`config.mk`:
```
export PLATFORM = sky130hd
export DESIGN_NAME = ysyx_25040111_lsu
export DESIGN_NICKNAME = d
export VERILOG_FILES = /design/src/rtl/ysyx_25040111_lsu.sv
export SDC_FILE = /design/constraint.sdc
export NUM_CORES = 1
export LEC_CHECK = 0
export ABC_AREA = 1
export BUFFER_PORTS_ARGS = -buffer_cell sky130_fd_sc_hd__buf_2
export CORE_AREA = 2 2 183 185
export DETAILED_ROUTE_END_ITERATION = 12
export DIE_AREA = 0 0 185 187
export GPL_ROUTABILITY_DRIVEN = 0
export GPL_TIMING_DRIVEN = 0
export HOLD_SLACK_MARGIN = 0.02
export SLEW_MARGIN = 20
export SYNTH_ARGS = -nofsm -noshare
export SYNTH_HDL_FRONTEND = slang
export SYNTH_SLANG_ARGS = --single-unit
```
`constraint.sdc`:
```
create_clock -name clock -period 1.5 [get_ports clock]
set_clock_uncertainty 0.05 [all_clocks]
set_input_delay 0.15 -clock clock [delete_from_list [all_inputs] [get_ports clock]]
set_output_delay 0.15 -clock clock [all_outputs]
set_load 0.03 [all_outputs]
```
`src/rtl/ysyx_25040111_lsu.sv`:
```
// Load/store and write-back stage.
// Accepts one retired op per handshake, runs an AXI4-Lite-style data
// transaction for loads/stores, and ends every op in a one-cycle commit
// that writes GPR/CSR and returns finish/frd to execute.
module ysyx_25040111_lsu #(
    parameter int ADDR_W = 32,
    parameter int DATA_W = 32
) (
    input  logic              clock,
    input  logic              reset,

    input  logic              in_valid,
    output logic              in_ready,
    input  logic              in_men,
    input  logic              in_write,
    input  logic [ADDR_W-1:0] in_addr,
    input  logic [DATA_W-1:0] in_wdata,
    input  logic [1:0]        in_mask,
    input  logic              in_rsign,
    input  logic [4:0]        in_ard,
    input  logic [31:0]       in_rd,
    input  logic              in_gen,
    input  logic [11:0]       in_acsr,
    input  logic [31:0]       in_csr,
    input  logic              in_sen,
    input  logic [31:0]       in_pc,
    input  logic              in_err,
    input  logic [3:0]        in_errtp,

    output logic              finish,
    output logic [4:0]        frd,
    output logic              gpr_wen,
    output logic [4:0]        gpr_waddr,
    output logic [31:0]       gpr_wdata,
    output logic              csr_wen,
    output logic [11:0]       csr_waddr,
    output logic [31:0]       csr_wdata,
    output logic              err_o,
    output logic [3:0]        errtp_o,
    output logic [31:0]       err_pc,

    output logic [ADDR_W-1:0] araddr,
    output logic              arvalid,
    input  logic              arready,
    input  logic [DATA_W-1:0] rdata,
    input  logic [1:0]        rresp,
    input  logic              rvalid,
    output logic              rready,

    output logic [ADDR_W-1:0] awaddr,
    output logic              awvalid,
    input  logic              awready,
    output logic [DATA_W-1:0] wdata,
    output logic [3:0]        wstrb,
    output logic              wvalid,
    input  logic              wready,
    input  logic [1:0]        bresp,
    input  logic              bvalid,
    output logic              bready
);

    localparam logic [2:0] S_IDLE   = 3'd0;
    localparam logic [2:0] S_RADDR  = 3'd1;
    localparam logic [2:0] S_RDATA  = 3'd2;
    localparam logic [2:0] S_WREQ   = 3'd3;
    localparam logic [2:0] S_WRESP  = 3'd4;
    localparam logic [2:0] S_COMMIT = 3'd5;

    localparam logic [3:0] ET_LOAD_MISALIGN  = 4'd4;
    localparam logic [3:0] ET_LOAD_FAULT     = 4'd5;
    localparam logic [3:0] ET_STORE_MISALIGN = 4'd6;
    localparam logic [3:0] ET_STORE_FAULT    = 4'd7;

    logic [2:0]        state;

    // Latched payload, stable from acceptance to commit
    logic              r_men;
    logic              r_write;
    logic [ADDR_W-1:0] r_addr;
    logic [DATA_W-1:0] r_wdata;
    logic [1:0]        r_mask;
    logic              r_rsign;
    logic [4:0]        r_ard;
    logic [31:0]       r_rd;
    logic              r_gen;
    logic [11:0]       r_acsr;
    logic [31:0]       r_csr;
    logic              r_sen;
    logic [31:0]       r_pc;
    logic              r_err;
    logic [3:0]        r_errtp;

    // Locally detected exception and load result
    logic              r_exc;
    logic [3:0]        r_exctp;
    logic [31:0]       r_ldata;

    // Per-channel completion flags for the write request phase
    logic              aw_done;
    logic              w_done;

    logic              accept;
    logic              in_misalign;
    logic              aw_hs;
    logic              w_hs;
    logic              exc_all;
    logic [31:0]       rd_shifted;
    logic [31:0]       rd_ext;

    assign accept = in_valid & in_ready;
    assign aw_hs  = awvalid & awready;
    assign w_hs   = wvalid & wready;
    assign exc_all = r_err | r_exc;

    // Alignment check on the offered address for the offered size
    always_comb begin
        in_misalign = 1'b0;
        case (in_mask)
            2'b00:   in_misalign = 1'b0;
            2'b01:   in_misalign = in_addr[0];
            default: in_misalign = (in_addr[1:0] != 2'b00);
        endcase
    end

    // Lane extraction and zero/sign extension of the returned read data
    always_comb begin
        rd_shifted = rdata >> {r_addr[1:0], 3'b000};
        rd_ext     = rd_shifted;
        case (r_mask)
            2'b00:   rd_ext = r_rsign ? {{24{rd_shifted[7]}}, rd_shifted[7:0]}
                                      : {24'h000000, rd_shifted[7:0]};
            2'b01:   rd_ext = r_rsign ? {{16{rd_shifted[15]}}, rd_shifted[15:0]}
                                      : {16'h0000, rd_shifted[15:0]};
            default: rd_ext = rd_shifted;
        endcase
    end

    // Store data lane replication and byte strobes
    always_comb begin
        wdata = r_wdata;
        wstrb = 4'b1111;
        case (r_mask)
            2'b00: begin
                wdata = {4{r_wdata[7:0]}};
                wstrb = 4'b0001 << r_addr[1:0];
            end
            2'b01: begin
                wdata = {2{r_wdata[15:0]}};
                wstrb = 4'b0011 << r_addr[1:0];
            end
            default: begin
                wdata = r_wdata;
                wstrb = 4'b1111;
            end
        endcase
    end

    // Bus, handshake and commit outputs decoded from state and latched payload
    always_comb begin
        in_ready  = reset & (state == S_IDLE);
        arvalid   = (state == S_RADDR);
        araddr    = {r_addr[ADDR_W-1:2], 2'b00};
        rready    = (state == S_RDATA);
        awvalid   = (state == S_WREQ) & ~aw_done;
        wvalid    = (state == S_WREQ) & ~w_done;
        awaddr    = {r_addr[ADDR_W-1:2], 2'b00};
        bready    = (state == S_WRESP);

        finish    = (state == S_COMMIT);
        frd       = (finish & r_gen) ? r_ard : 5'd0;
        gpr_wen   = finish & r_gen & ~exc_all & (r_ard != 5'd0);
        gpr_waddr = r_ard;
        gpr_wdata = (r_men & ~r_write) ? r_ldata : r_rd;
        csr_wen   = finish & r_sen & ~exc_all;
        csr_waddr = r_acsr;
        csr_wdata = r_csr;
        err_o     = finish & exc_all;
        errtp_o   = r_err ? r_errtp : r_exctp;
        err_pc    = r_pc;
    end

    // Main FSM: payload capture, bus sequencing and exception recording
    always_ff @(posedge clock or negedge reset) begin
        if (!reset) begin
            state   <= S_IDLE;
            r_men   <= 1'b0;
            r_write <= 1'b0;
            r_addr  <= '0;
            r_wdata <= '0;
            r_mask  <= '0;
            r_rsign <= 1'b0;
            r_ard   <= '0;
            r_rd    <= '0;
            r_gen   <= 1'b0;
            r_acsr  <= '0;
            r_csr   <= '0;
            r_sen   <= 1'b0;
            r_pc    <= '0;
            r_err   <= 1'b0;
            r_errtp <= '0;
            r_exc   <= 1'b0;
            r_exctp <= '0;
            r_ldata <= '0;
            aw_done <= 1'b0;
            w_done  <= 1'b0;
        end else begin
            case (state)
                S_IDLE: begin
                    if (accept) begin
                        r_men   <= in_men;
                        r_write <= in_write;
                        r_addr  <= in_addr;
                        r_wdata <= in_wdata;
                        r_mask  <= in_mask;
                        r_rsign <= in_rsign;
                        r_ard   <= in_ard;
                        r_rd    <= in_rd;
                        r_gen   <= in_gen;
                        r_acsr  <= in_acsr;
                        r_csr   <= in_csr;
                        r_sen   <= in_sen;
                        r_pc    <= in_pc;
                        r_err   <= in_err;
                        r_errtp <= in_errtp;
                        r_exc   <= 1'b0;
                        r_exctp <= '0;
                        r_ldata <= '0;
                        aw_done <= 1'b0;
                        w_done  <= 1'b0;
                        if (!in_men || in_err) begin
                            state <= S_COMMIT;
                        end else if (in_misalign) begin
                            r_exc   <= 1'b1;
                            r_exctp <= in_write ? ET_STORE_MISALIGN : ET_LOAD_MISALIGN;
                            state   <= S_COMMIT;
                        end else if (in_write) begin
                            state <= S_WREQ;
                        end else begin
                            state <= S_RADDR;
                        end
                    end
                end
                S_RADDR: begin
                    if (arready) state <= S_RDATA;
                end
                S_RDATA: begin
                    if (rvalid) begin
                        r_ldata <= rd_ext;
                        if (rresp != 2'b00) begin
                            r_exc   <= 1'b1;
                            r_exctp <= ET_LOAD_FAULT;
                        end
                        state <= S_COMMIT;
                    end
                end
                S_WREQ: begin
                    // Each channel completes independently; leave once both have
                    if ((aw_done | aw_hs) && (w_done | w_hs)) begin
                        aw_done <= 1'b0;
                        w_done  <= 1'b0;
                        state   <= S_WRESP;
                    end else begin
                        if (aw_hs) aw_done <= 1'b1;
                        if (w_hs)  w_done  <= 1'b1;
                    end
                end
                S_WRESP: begin
                    if (bvalid) begin
                        if (bresp != 2'b00) begin
                            r_exc   <= 1'b1;
                            r_exctp <= ET_STORE_FAULT;
                        end
                        state <= S_COMMIT;
                    end
                end
                S_COMMIT: begin
                    state <= S_IDLE;
                end
                default: begin
                    state <= S_IDLE;
                end
            endcase
        end
    end

endmodule

```
# ---- Word-level counts from Yosys, hierarchy flattened
# Index checks and enable logic that the tools add are counted.
dict set report op_classes {
  n_eq_ne 16
  n_shift 3
  n_mux 45
  bitwise_logic 20
  reduce_logical 19
}
# op n
set op_table {}
lappend op_table {{32-bit case mux with 2 select lines} 3}
lappend op_table {{32-bit two-way mux} 5}
lappend op_table {{32-bit by 5-bit right shift with 32-bit output} 1}
lappend op_table {{3-bit two-way mux} 9}
lappend op_table {{4-bit two-way mux} 6}
lappend op_table {{3-bit case mux with 5 select lines} 1}
lappend op_table {{1-bit bitwise AND} 13}
lappend op_table {{1-bit two-way mux} 12}
lappend op_table {{4-bit case mux with 3 select lines} 1}
lappend op_table {{2-bit nonzero test} 5}
lappend op_table {{3-bit AND reduction} 3}
lappend op_table {{2-bit by 1-bit inequality test with 1-bit output, second input constant} 4}
lappend op_table {{4-bit case mux with 2 select lines} 1}
lappend op_table {{3-bit by 2-bit == test with 1-bit output, second input constant} 2}
lappend op_table {{3-bit == test, second input constant} 2}
lappend op_table {{2-bit inequality test, second input constant} 3}
lappend op_table {{3-bit by 2-bit inequality test with 1-bit output, second input constant} 2}
lappend op_table {{1-bit case mux with 2 select lines} 3}
lappend op_table {{6-bit AND reduction} 1}
lappend op_table {{5-bit two-way mux} 1}
lappend op_table {{5-bit AND reduction} 1}
lappend op_table {{5-bit nonzero test} 1}
lappend op_table {{2-bit by 1-bit == test with 1-bit output, second input constant} 2}
lappend op_table {{2-bit logical NOT} 2}
lappend op_table {{13 further kinds} 19}
dict set report word_totals {
  register_bits 231
  output_inout_bits 232
  word_cells 124
}

# ---- Longest topological paths before layout
# Gate-level depths: netlist of the first run.
dict set report logic_depth {
  ltp_word 7
  mapped_depth 10
  ltp_nobuf 9
}

# ---- Worst setup path after synthesis of the first run
# Ideal clock, no wire load.
dict set report synth_timing {
  kind {reg-to-output}
  start {register state[0]}
  end {output frd[0]}
  arrival_time_ns 2.104
  required_ns 1.300
  slack_ns -0.804
  path_stages_with_launch 5
  n_path_buf 0
  cell_sequence {dfrtp_1 > inv_2 > nor3_1 > nand2_1 > nor2_1}
}
dict set report synth_via {
  elab_chain_len 3
}
# element line_no
set synth_lines {}
lappend synth_lines {{from (decl)} 74} ;# logic [2:0] state;
lappend synth_lines {{from (signal assigned)} 185} ;# state <= S_IDLE;
lappend synth_lines {{from (signal assigned)} 231} ;# state <= S_COMMIT;
lappend synth_lines {{from (signal assigned)} 235} ;# state <= S_COMMIT;
lappend synth_lines {{3-bit == test} 169} ;# finish = (state == S_COMMIT);
lappend synth_lines {{net finish} 30} ;# output logic finish,
lappend synth_lines {{1-bit bitwise AND} 170} ;# frd = (finish & r_gen) ? r_ard : 5'd0;
lappend synth_lines {{5-bit two-way mux} 170}
lappend synth_lines {{to (decl)} 31} ;# output logic [4:0] frd,
# The timed path passes the listed nets, and every way through them passes these cells.

# ---- Worst setup path after layout of the first run
dict set report layout_timing {
  start {register state[1]}
  end {register r_addr[26]}
}
dict set report layout_via {
  elab_chain_len 4
}
# element line_no
set layout_lines {}
lappend layout_lines {{3-bit logical NOT (*)} {160, 207}}
lappend layout_lines {{1-bit bitwise AND} 160} ;# in_ready = reset & (state == S_IDLE);
lappend layout_lines {{1-bit bitwise AND} 110} ;# assign accept = in_valid & in_ready;
lappend layout_lines {{2-bit AND reduction (no source line) (*)} --}
lappend layout_lines {{to (signal assigned)} 212} ;# r_addr <= in_addr;
lappend layout_lines {{to (decl)} 79} ;# logic [ADDR_W-1:0] r_addr;
# Every way passes the cells marked *; elsewhere a longest branch is shown, timed or not.
# A chain may end at the register's enable or synchronous reset.

==> reports/metrics.yaml, run 1 <==
status: "finished, violations left"
failed_checks: "negative hold slack, negative setup slack"
clkLatencyLatePin_ns: 0.54
rsz0062_at_grt: "yes"
cp_max_fo: 6
worstSetupPathType: "register to register"
die_height_um: 187
total_power_mw: 47.5
final.setup.worst_slack_ns: -0.543
clockBufferDepth: 3
drt-wirelength-per-cell_um: 18.3
startpoint_type: "register"
worst-slew-pin-transition_ns: 0.538
fillers: 2420
post-route-util: 0.666
die_area_um2: 34600
yosysSeqAreaShare: 0.513
cts_sinks: 229
drc: 0
clockRootBuffer: "clkbuf_16"
cts_buffers: 27
initial_core_util: 0.340
drive_above_1_share: 0.558
p_per_area_nw_per_um2: 2170
drtPass1Iterations: 6
grt_pass1_wl_um: 69800
whs_ns: -0.506
syn_inst: 1432
period_needed_ns: 2.04
finalHoldViolations: 212
synth_cell_types: 25
hold_class: "input port to async pin"
drv_cap: 0
slew_violations: 0
slew_headroom: 0.640
worstPathRequired_ns: 1.91
htree_levels: 1
clk_pin_slew_ns: 0.06
num_vias: 13000
vias_per_cell: 4.78
grt_pass1_vias: 13000
core_area_um2: 32900
synth.cell_area_um2: 11200
ys_warn_count: 0
dpl_worst_slack_ns: -0.735
grt-ovfl-total: 0
setup_viol: 308
grt_max_degree: 95
synth_area_per_cell_um2: 7.80
multi_input_area_um2: 6210
end_kind: "register"
cts_tree: "done"
track_usage: 0.256
power.leakage_nw: 12.1
period_share: 1.36
peakVddDrop_uv: 1650
portBuffers: 460
final_nets: 2487
row_count: 67
wl_um: 49700
ys_seq_elements: 229
timing.fmax_mhz: 490
finalSetupTns_ns: -132.31
drtAntennaViolNets: 0
die_width_um: 185
syn2layout_area_growth_pct: 95.9
ios: 465
cp.arrival_ns: 2.46
dpl.hpwl_um: 28300
antenna_found_initial: 6
regArea_um2: 5750
drtIter0Drc: 703
[cells in the mapped netlist]
library cell | instances | area share
inv_2 | 4 | 0.0013
dfrtp_1 | 229 | 0.51
a21o_1 | 1 | 0.00067
conb_1 | 1 | 0.00034
nand3_2 | 2 | 0.0018
nand2_1 | 807 | 0.27
mux2_2 | 34 | 0.034
nand2_2 | 4 | 0.0022
clkinv_1 | 2 | 0.00067
o211ai_1 | 8 | 0.0054
nor2_1 | 46 | 0.015
nand3b_1 | 1 | 0.00067
o21ai_0 | 26 | 0.012
nor3_1 | 1 | 0.00045
inv_1 | 47 | 0.016
a21oi_1 | 19 | 0.0085
nand4_1 | 2 | 0.0011
nor2_4 | 3 | 0.0030
clkbuf_1 | 9 | 0.0030
buf_4 | 77 | 0.052
buf_6 | 18 | 0.018
nor4_1 | 1 | 0.00056
buf_2 | 28 | 0.013
nand3_1 | 54 | 0.024
buf_1 | 8 | 0.0027
[flip-flops by register name, summed over array words and instances, names as in the netlist, 4 cells and up]
signal     cells
r_rd          32
r_wdata       32
r_addr        32
csr_wdata     32
gpr_waddr      5
err_pc        32
csr_waddr     12
r_errtp        4
r_ldata       32
[per-layer routing]
layer / GRT usage / wire, µm
met1: 0.312 / 18900
met2: 0.454 / 25400
met3: 0.0516 / 3560
met4: 0.0760 / 1830
met5: 0 / 12
[critical path, cell delays in order (launching register included)]
cell and delay (ns):
dfrtp_1 0.37, buf_6 0.13, buf_6 0.12, nor2_4 0.11, nand2_4 0.08, nor2_4 0.15, nand2_4 0.09, buf_6 0.14
inv_8 0.05, buf_12 0.13, buf_16 0.15, buf_8 0.13, buf_8 0.14, nand2_2 0.05, nand2_1 0.05
[final timing paths]
| path | from | endpoint | slack (ns) | cells past startpoint |
|---|---|---|---|---|
| min in group clock | rdata[1] | r_ldata[1]$_DFFE_PN0P_ | 0.04 | 7 |
| max in group asynchronous | reset | r_rd[21]$_DFFE_PN0P_ | 0.23 | 3 |
| worst min-delay path | reset | r_addr[17]$_DFFE_PN0P_ | -0.51 | 1 |
| worst max-delay path | state[1]$_DFFE_PN0P_ | r_addr[26]$_DFFE_PN0P_ | -0.54 | 14 |
| worst min register to register | err_pc[25]$_DFFE_PN0P_ | err_pc[25]$_DFFE_PN0P_ | 0.41 | 2 |
| worst max register to register | state[1]$_DFFE_PN0P_ | r_addr[26]$_DFFE_PN0P_ | -0.54 | 14 |
[layout by cell type (no fill, tap or decap), drive strengths merged, types with 2 or more instances in the layout]
cell         Yosys  routed
clkinv           2       9
nand4            2       2
inv             51      50
conb             1       4
buf            131     714
nand3           56      56
clkinvlp         0       3
o211ai           8       8
nor2            49      49
dfrtp          229     229
bufinv           0       4
dlygate4sd3      0     200
a21o             1       2
diode            0       4
nand2          811     811
mux2            34      34
a21oi           19      19
clkbuf           9      49
o21ai           26      26
[cells by family after synthesis]
| logic type | after synthesis | share of synthesized area |
|---|---|---|
| buffers and inverters | 193 | 0.106 |
| other | 1 | 0.000336 |
| DFF | 229 | 0.513 |
| muxes | 34 | 0.0343 |
| AOI/OAI and AO/OA | 54 | 0.0262 |
| and+or+nand+nor | 921 | 0.321 |
[area by class of cell]
cell class	instances	area share
repair buffers	799	0.315
multi-input cells	1014	0.283
flip-flops and latches	229	0.262
plain buffers	130	0.0600
clock buffers	34	0.0343
well taps	448	0.0256
inverters	53	0.0111
clock inverters	13	0.00777
diodes	4	0.000457
[repair_timing]
action	CTS	global route
resized for setup	480	523
cloned	32	8
hold buffers	198	2
setup endpoints to repair	309	321
pin swaps	88	151
endpoints found under the hold margin	427	66
setup buffers	74	48
[power breakdown]
group | switching (mW) | internal (mW)
Sequential | 2.20 | 8.92
Clock | 2.74 | 4.20
Combinational | 16.8 | 12.6
[metrics by stage]
stage / instance area [µm²] / instances
4_1_cts: 20200 / 2694
3_3_place_gp: 14200 / 2343
6_report: 21900 / 2724
2_1_floorplan: 11400 / 1435
3_5_place_dp: 14300 / 2345
5_1_grt: 21900 / 2724
Power figures use the tool's default switching activity.
==> run 2: changes to the inputs <==
--- a/config.mk
+++ b/config.mk
@@ -7,9 +7,10 @@
 export LEC_CHECK = 0
 export ABC_AREA = 1
 export BUFFER_PORTS_ARGS = -buffer_cell sky130_fd_sc_hd__buf_2
-export CORE_AREA = 2 2 183 185
+export CORE_AREA = 2 2 181 183
+export CTS_BUF_LIST = sky130_fd_sc_hd__clkbuf_2
 export DETAILED_ROUTE_END_ITERATION = 12
-export DIE_AREA = 0 0 185 187
+export DIE_AREA = 0 0 183 185
 export GPL_ROUTABILITY_DRIVEN = 0
 export GPL_TIMING_DRIVEN = 0
 export HOLD_SLACK_MARGIN = 0.02
==> constraint.sdc (replaced) <==
create_clock -name clock -period 1.5 [get_ports clock]
set_clock_uncertainty 0.05 [all_clocks]
set_input_delay 0.15 -clock clock [delete_from_list [all_inputs] [get_ports clock]]
set_output_delay 0.15 -clock clock [all_outputs]
set_load 0.005 [all_outputs]
==> run 2 against run 1 <==
  * The flow still finishes with violations (negative hold slack, negative setup slack)
  * Sequential share of layout area barely moved
  * Combinational power fell by 30%
  * Critical path depth fell by 9
  * First-iteration DRC count rose by 13%
  * Critical endpoint is now frd[4]
  * Highest routed layer unchanged
==> reports/metrics.yaml, run 2 (synthesized netlist as in run 1, its figures left out) <==
row_count: 66  # was 67
initial_core_util: 0.349  # was 0.340
final_common_cell: "nand2_1"  # unchanged
finalHoldViolations: 229  # was 212
crit_buf_inv: 2  # was 8
clockRootBuffer: "clkbuf_2"  # was clkbuf_16
drc: 0  # unchanged
vias_per_cell: 4.83  # was 4.78
die_width_um: 183  # was 185 µm
drtAntennaViolNets: 0  # unchanged
wl_met2_um: 27000  # was 25400 µm
clockBufferDepth: 3  # unchanged
syn2layout_area_growth_pct: 95.3  # was 95.9%
wl_um: 53300  # was 49700 µm
finalSetupTns_ns: -231.17  # was -132.31 ns
worstPathCellList: "clkinv_4 -> nor3_4 -> nand2_2 -> nor2_1 -> buf_2"  # was buf_6 -> buf_6 -> nor2_4 -> nand2_4 -> nor2_4 -> nand2_4 -> buf_6 -> inv_8 -> buf_12 -> buf_16 -> buf_8 -> buf_8 -> nand2_2 -> nand2_1
ios: 465  # unchanged
seq_power_share: 0.305  # was 0.234
multi_input_area_um2: 4910  # was 6210 µm²
worstSetupPathType: "register to output pin"  # was register to register
drv_cap: 0  # unchanged
cts_tree: "done"  # unchanged
p_sw_mw: 15.1  # was 21.7 mW
grt-ovfl-total: 0  # unchanged
postPlaceCellArea_um2: 14100  # was 14300 µm²
period_needed_ns: 2.31  # was 2.04 ns
hold_buffers: 420  # was 198
die_area_um2: 33900  # was 34600 µm²
rsz0062_at_grt: "yes"  # unchanged
cp_slowest_cell: "dfrtp_2"  # was dfrtp_1
internal_power_mw: 21.4  # was 25.7 mW
drive_above_1_share: 0.394  # was 0.558
drtIter0Drc: 795  # was 703
regArea_um2: 5740  # was 5750 µm²
mostFrequentLayoutCells: "nand2_1 (698), buf_2 (432), dlygate4sd3_1 (420)"  # was nand2_1 (442), buf_2 (373), nand2_2 (271)
wl_met1_um: 18900  # about the same
status: "finished, violations left"  # unchanged
antenna_found_initial: 4  # was 6
clkPwrFrac: 0.126  # was 0.146
cts_buffers: 60  # was 27
combPwrFrac: 0.569  # was 0.620
track_usage: 0.282  # was 0.256
htree_levels: 2  # was 1
grt_pass1_wl_um: 75000  # was 69800 µm
cp.arrival_ns: 2.11  # was 2.46 ns
ff2ff_path_depth: 14  # unchanged
whs_ns: -0.830  # was -0.506 ns
wl_met3_um: 4300  # was 3560 µm
num_vias: 14300  # was 13000
slew_headroom: 0.621  # was 0.640
hold_class: "input port to async pin"  # unchanged
switching_share: 0.413  # was 0.458
worstPathRequired_ns: 1.30  # was 1.91 ns
startpoint_type: "register"  # unchanged
period_share: 1.54  # was 1.36
setup_viol: 457  # was 308
die_height_um: 185  # was 187 µm
end_kind: "output pin"  # was register
timing.fmax_mhz: 433  # was 490 MHz
fillers: 2285  # was 2420
critPathMaxStageDelay_ns: 0.42  # was 0.37 ns
portBuffers: 460  # unchanged
top_layer_used: "met5"  # unchanged
r2r_end: "r_wdata[5]$_DFFE_PN0P_"  # was r_addr[26]$_DFFE_PN0P_
power.leakage_nw: 12.0  # was 12.1 nW
final.setup.worst_slack_ns: -0.812  # was -0.543 ns
drtPass1Iterations: 5  # was 6
total_power_mw: 36.5  # was 47.5 mW
slew_violations: 0  # unchanged
stdcell_area_um2: 21800  # was 21900 µm²
r2r_slack_ns: -0.79  # was -0.54 ns
peakVddDrop_uv: 1060  # was 1650 µV
final_nets: 2732  # was 2487
worst-slew-pin-transition_ns: 0.568  # was 0.538 ns
dpl.hpwl_um: 29000  # was 28300 µm
cp_top_family: "simple AND/OR/NAND/NOR gates"  # was buffers and inverters
clkLatencyLatePin_ns: 0.87  # was 0.54 ns
r2r-start: "state[0]$_DFFE_PN0P_"  # was state[1]$_DFFE_PN0P_
cts_sinks: 229  # unchanged
post-route-util: 0.681  # was 0.666
cp_max_fo: 5  # was 6
failed_checks: "negative hold slack, negative setup slack"  # unchanged
grt_max_degree: 95  # unchanged
grt_pass1_vias: 14400  # was 13000
p_per_area_nw_per_um2: 1670  # was 2170 nW/µm²
drt-wirelength-per-cell_um: 18.0  # was 18.3 µm
core_area_um2: 32000  # was 32900 µm²
clk_pin_slew_ns: 0.11  # was 0.06 ns
dpl_worst_slack_ns: -0.959  # was -0.735 ns
==> run 2: timing repair <==
| action | CTS | global route |
|---|---|---|
| hold endpoints to repair | 458 | 229 |
| pin swaps | 21 | 33 |
| gates cloned | 18 | 13 |
| setup buffers | 69 | 24 |
| resized for setup | 289 | 147 |
| setup endpoints to repair | 454 | 457 |
==> run 2: worst max-delay path by stage <==
stage                         start                       end  slack [ns]  depth (start not counted)
6_report       state[0]$_DFFE_PN0P_                    frd[4]       -0.81                          5
5_1_grt        state[0]$_DFFE_PN0P_                    frd[4]       -0.93                          5
4_1_cts           r_men$_DFFE_PN0P_             gpr_wdata[27]       -0.91                          4
3_5_place_dp                  reset  gpr_waddr[4]$_DFFE_PN0P_       -0.96                          9
3_3_place_gp                  reset   r_wdata[28]$_DFFE_PN0P_       -4.44                          9
2_1_floorplan  state[1]$_DFFE_PN0P_  csr_waddr[0]$_DFFE_PN0P_        0.02                          9
==> run 2: power by group through the flow <==
stage / Combinational (mW) / Clock, mW / Sequential [mW]
detailed placement: 13.4 / 0 / 10.8
finish: 20.7 / 4.60 / 11.1
CTS: 18.0 / 4.69 / 10.8
global placement: 13.3 / 0 / 10.7
floorplan: 7.84 / 0 / 10.4
global route: 22.3 / 5.03 / 11.3
==> run 2: cell type report <==
type                            count  share of cell area
Timing Repair Buffer             1003               0.388
Clock inverter                     27             0.00751
Buffer                            139              0.0631
Sequential cell                   229               0.263
Clock buffer                       81              0.0186
Inverter                           53              0.0109
Antenna cell                        5            0.000573
Tap cell                          408              0.0234
Multi-Input combinational cell   1013               0.225
==> run 2: per-stage QoR <==
step	instances	hold WS, ns
2_1_floorplan	1435	-0.196
3_3_place_gp	2303	0.294
3_5_place_dp	2305	0.113
4_1_cts	2918	-0.905
5_1_grt	2956	-0.885
6_report	2958	-0.830
==> run 2: layer usage <==
metal  vias to the layer above  global-route usage
li1                       6506                   -
met1                      6732               0.310
met2                       814               0.502
met3                       231              0.0669
met4                         2               0.155
met5                         -                   0
==> run 3: changes to the inputs <==
--- a/config.mk
+++ b/config.mk
@@ -7,13 +7,16 @@
 export LEC_CHECK = 0
 export ABC_AREA = 1
 export BUFFER_PORTS_ARGS = -buffer_cell sky130_fd_sc_hd__buf_2
-export CORE_AREA = 2 2 181 183
+export CELL_PAD_IN_SITES_DETAIL_PLACEMENT = 1
+export CELL_PAD_IN_SITES_GLOBAL_PLACEMENT = 1
+export CORE_MARGIN = 1.5
+export CORE_UTILIZATION = 35
 export CTS_BUF_LIST = sky130_fd_sc_hd__clkbuf_2
 export DETAILED_ROUTE_END_ITERATION = 12
-export DIE_AREA = 0 0 183 185
-export GPL_ROUTABILITY_DRIVEN = 0
+export GPL_ROUTABILITY_DRIVEN = 1
 export GPL_TIMING_DRIVEN = 0
 export HOLD_SLACK_MARGIN = 0.02
+export PLACE_DENSITY_LB_ADDON = 0.1
 export SLEW_MARGIN = 20
 export SYNTH_ARGS = -nofsm -noshare
 export SYNTH_HDL_FRONTEND = slang
==> constraint.sdc (replaced) <==
create_clock -name clock -period 2.4 [get_ports clock]
set_clock_uncertainty 0.05 [all_clocks]
set_input_delay 0.24 -clock clock [delete_from_list [all_inputs] [get_ports clock]]
set_output_delay 0.24 -clock clock [all_outputs]
set_load 0.005 [all_outputs]
==> run 3 against run 2 <==
  * The flow finishes with violations (negative hold slack)
  * Via count fell by 10%
  * Clock power down 37%
  * Largest cell class unchanged
  * Count of clock-buffer cells in the layout rose by 9
  * Register-to-register slack gained 0.85 ns
  * Flip-flop and latch count did not move
  * Combinational power decreased by 51%
  * First-iteration DRC count is 35% lower
  * Highest routed layer is now met4
  * Sequential share of layout area is 5.7 points higher
==> reports/metrics.yaml, run 3 (synthesized netlist as in run 1, its figures left out) <==
multi_input_area_um2: 4400  # was 4910 µm²
dpl.hpwl_um: 32400  # was 29000 µm
row_count: 65  # was 66
hold_class: "input port to async pin"  # unchanged
num_vias: 12800  # was 14300
p_per_area_nw_per_um2: 1110  # was 1670 nW/µm²
track_usage: 0.303  # was 0.282
gp_congestion: 0.848
period_needed_ns: 2.34
ff2ff_path_depth: 10  # was 14
wl_um: 50600  # was 53300 µm
slew_violations: 0  # unchanged
antenna_found_initial: 7  # was 4
grt_max_degree: 95  # unchanged
post-route-util: 0.569  # was 0.681
final_common_cell: "nand2_1"  # unchanged
drtPass1Iterations: 4  # was 5
drc: 0  # unchanged
cts_tree: "done"  # unchanged
final.setup.worst_slack_ns: 0.0597  # was -0.812 ns
dpl_worst_slack_ns: -0.450  # was -0.959 ns
power.leakage_nw: 10.3  # was 12.0 nW
die_width_um: 182  # was 183 µm
drtIter0Drc: 520  # was 795
clk_pin_slew_ns: 0.12  # was 0.11 ns
end_kind: "register"  # was output pin
syn2layout_area_growth_pct: 60.2  # was 95.3%
worstSetupPathType: "register to register"  # was register to output pin
cts_buffers: 67  # was 60
cp_max_fo: 10  # was 5
drive_above_1_share: 0.341  # was 0.394
clockBufferDepth: 3  # unchanged
grt_pass1_wl_um: 78200  # was 75000 µm
drt-wirelength-per-cell_um: 18.6  # was 18.0 µm
period_share: 0.975
ios: 465  # unchanged
rsz0062_at_grt: "yes"  # unchanged
endpoint: "r_ldata[5]$_DFFE_PN0P_"  # was frd[4]
regArea_um2: 5730  # was 5740 µm²
failed_checks: "negative hold slack"  # was negative hold slack, negative setup slack
startpoint_type: "register"  # unchanged
core_area_um2: 31500  # was 32000 µm²
setup_viol: 0  # was 457
status: "finished, violations left"  # unchanged
worst-slew-pin-transition_ns: 0.676  # was 0.568 ns
grt-ovfl-total: 0  # unchanged
mostFrequentLayoutCells: "nand2_1 (798), buf_2 (476), dlygate4sd3_1 (279)"  # was nand2_1 (698), buf_2 (432), dlygate4sd3_1 (420)
clockRootBuffer: "clkbuf_2"  # unchanged
r2r_end: "r_ldata[5]$_DFFE_PN0P_"  # was r_wdata[5]$_DFFE_PN0P_
slew_headroom: 0.548  # was 0.621
die_height_um: 182  # was 185 µm
grt_pass1_vias: 14400  # about the same
timing.fmax_mhz: 427
cp.arrival_ns: 2.98  # was 2.11 ns
r2r-start: "r_addr[0]$_DFFE_PN0P_"  # was state[0]$_DFFE_PN0P_
whs_ns: -0.509  # was -0.830 ns
worstPathRequired_ns: 3.04  # was 1.30 ns
r2r_slack_ns: 0.06  # was -0.79 ns
clkLatencyLatePin_ns: 0.78  # was 0.87 ns
final_nets: 2493  # was 2732
drv_cap: 0  # unchanged
htree_levels: 3  # was 2
fillers: 3948  # was 2285
drtAntennaViolNets: 0  # unchanged
die_area_um2: 33000  # was 33900 µm²
dp_cells: 2299  # was 2305
total_power_mw: 19.9  # was 36.5 mW
cts_sinks: 229  # unchanged
instances_no_fill: 2712  # was 2958
vias_per_cell: 4.73  # was 4.83
crit_start: "r_addr[0]$_DFFE_PN0P_"  # was state[0]$_DFFE_PN0P_
peakVddDrop_uv: 495  # was 1060 µV
finalHoldViolations: 138  # was 229
initial_core_util: 0.355  # was 0.349
portBuffers: 460  # unchanged
run 3: cell count changes in the layout (fill, tap and decap cells not counted), moves of 36 or more:
cell	previous run	this run
buf_2	432	476
dlygate4sd3_1	420	279
buf_4	124	88
buf_6	77	26
nand2_2	86	10
nand2_1	698	798
run 3: stage by stage:
step / TNS [ns] / instance area [µm²]
floorplan: 0 / 11200
detailed placement: -83.61 / 14100
global placement: -1601.43 / 14000
finish: 0 / 17900
global route: -0.881 / 17900
CTS: -0.0247 / 17600
run 3: worst max-delay path: stages (launching register included):
cell and delay (ns):
dfrtp_1 0.42, inv_1 0.16, clkbuf_4 0.23, clkbuf_4 0.22
nand2_1 0.06, nand3_1 0.07, dlygate4sd3_1 0.58, nand2_1 0.07
nor2_1 0.19, nand3_1 0.11, nand2_1 0.09
run 3: layer usage:
layer | vias to the layer above | routed length (µm) | track usage
met5 | - | 0 | 0
met4 | 0 | 2180 | 0.140
met3 | 142 | 3230 | 0.0750
met2 | 474 | 25800 | 0.556
met1 | 6203 | 19400 | 0.328
li1 | 6016 | - | -
run 3: repair_timing:
item / 4_1_cts / 5_1_grt
hold endpoints to repair: 367 / 139
gates resized for setup: 39 / 51
hold buffers: 279 / 3
buffers inserted: 5 / 8
cloned: 0 / 1
pin swaps: 6 / 9
endpoints found under the setup margin: 66 / 82
run 3: report_power, final:
group | total (mW) | internal [mW] | leakage (nW) | switching [mW]
clock network | 2.92 | 1.12 | 0.426 | 1.80
logic | 10.1 | 4.78 | 6.94 | 5.36
registers | 6.80 | 5.54 | 2.90 | 1.26
total | 19.9 | 11.4 | 10.3 | 8.42
run 3: layout make-up:
type                    instances  share of cell area
flip-flops and latches        229               0.320
repair buffers                758               0.302
multi-input cells            1013               0.246
plain buffers                 138              0.0591
well taps                     402              0.0281
clock buffers                  90              0.0252
inverters                      53              0.0122
clock inverters                21             0.00608
diodes                          8             0.00112
run 3: worst min path at each step:
stage / slack, ns / startpoint / cells after the start / end
4_1_cts: -0.77 / reset / 2 / err_pc[10]$_DFFE_PN0P_
2_1_floorplan: -0.11 / reset / 0 / aw_done$_DFFE_PN0P_
3_5_place_dp: 0.13 / reset / 1 / r_addr[2]$_DFFE_PN0P_
3_3_place_gp: 0.38 / in_csr[14] / 3 / csr_wdata[14]$_DFFE_PN0P_
6_report: -0.51 / reset / 4 / err_pc[12]$_DFFE_PN0P_
5_1_grt: -0.57 / reset / 4 / r_wdata[0]$_DFFE_PN0P_
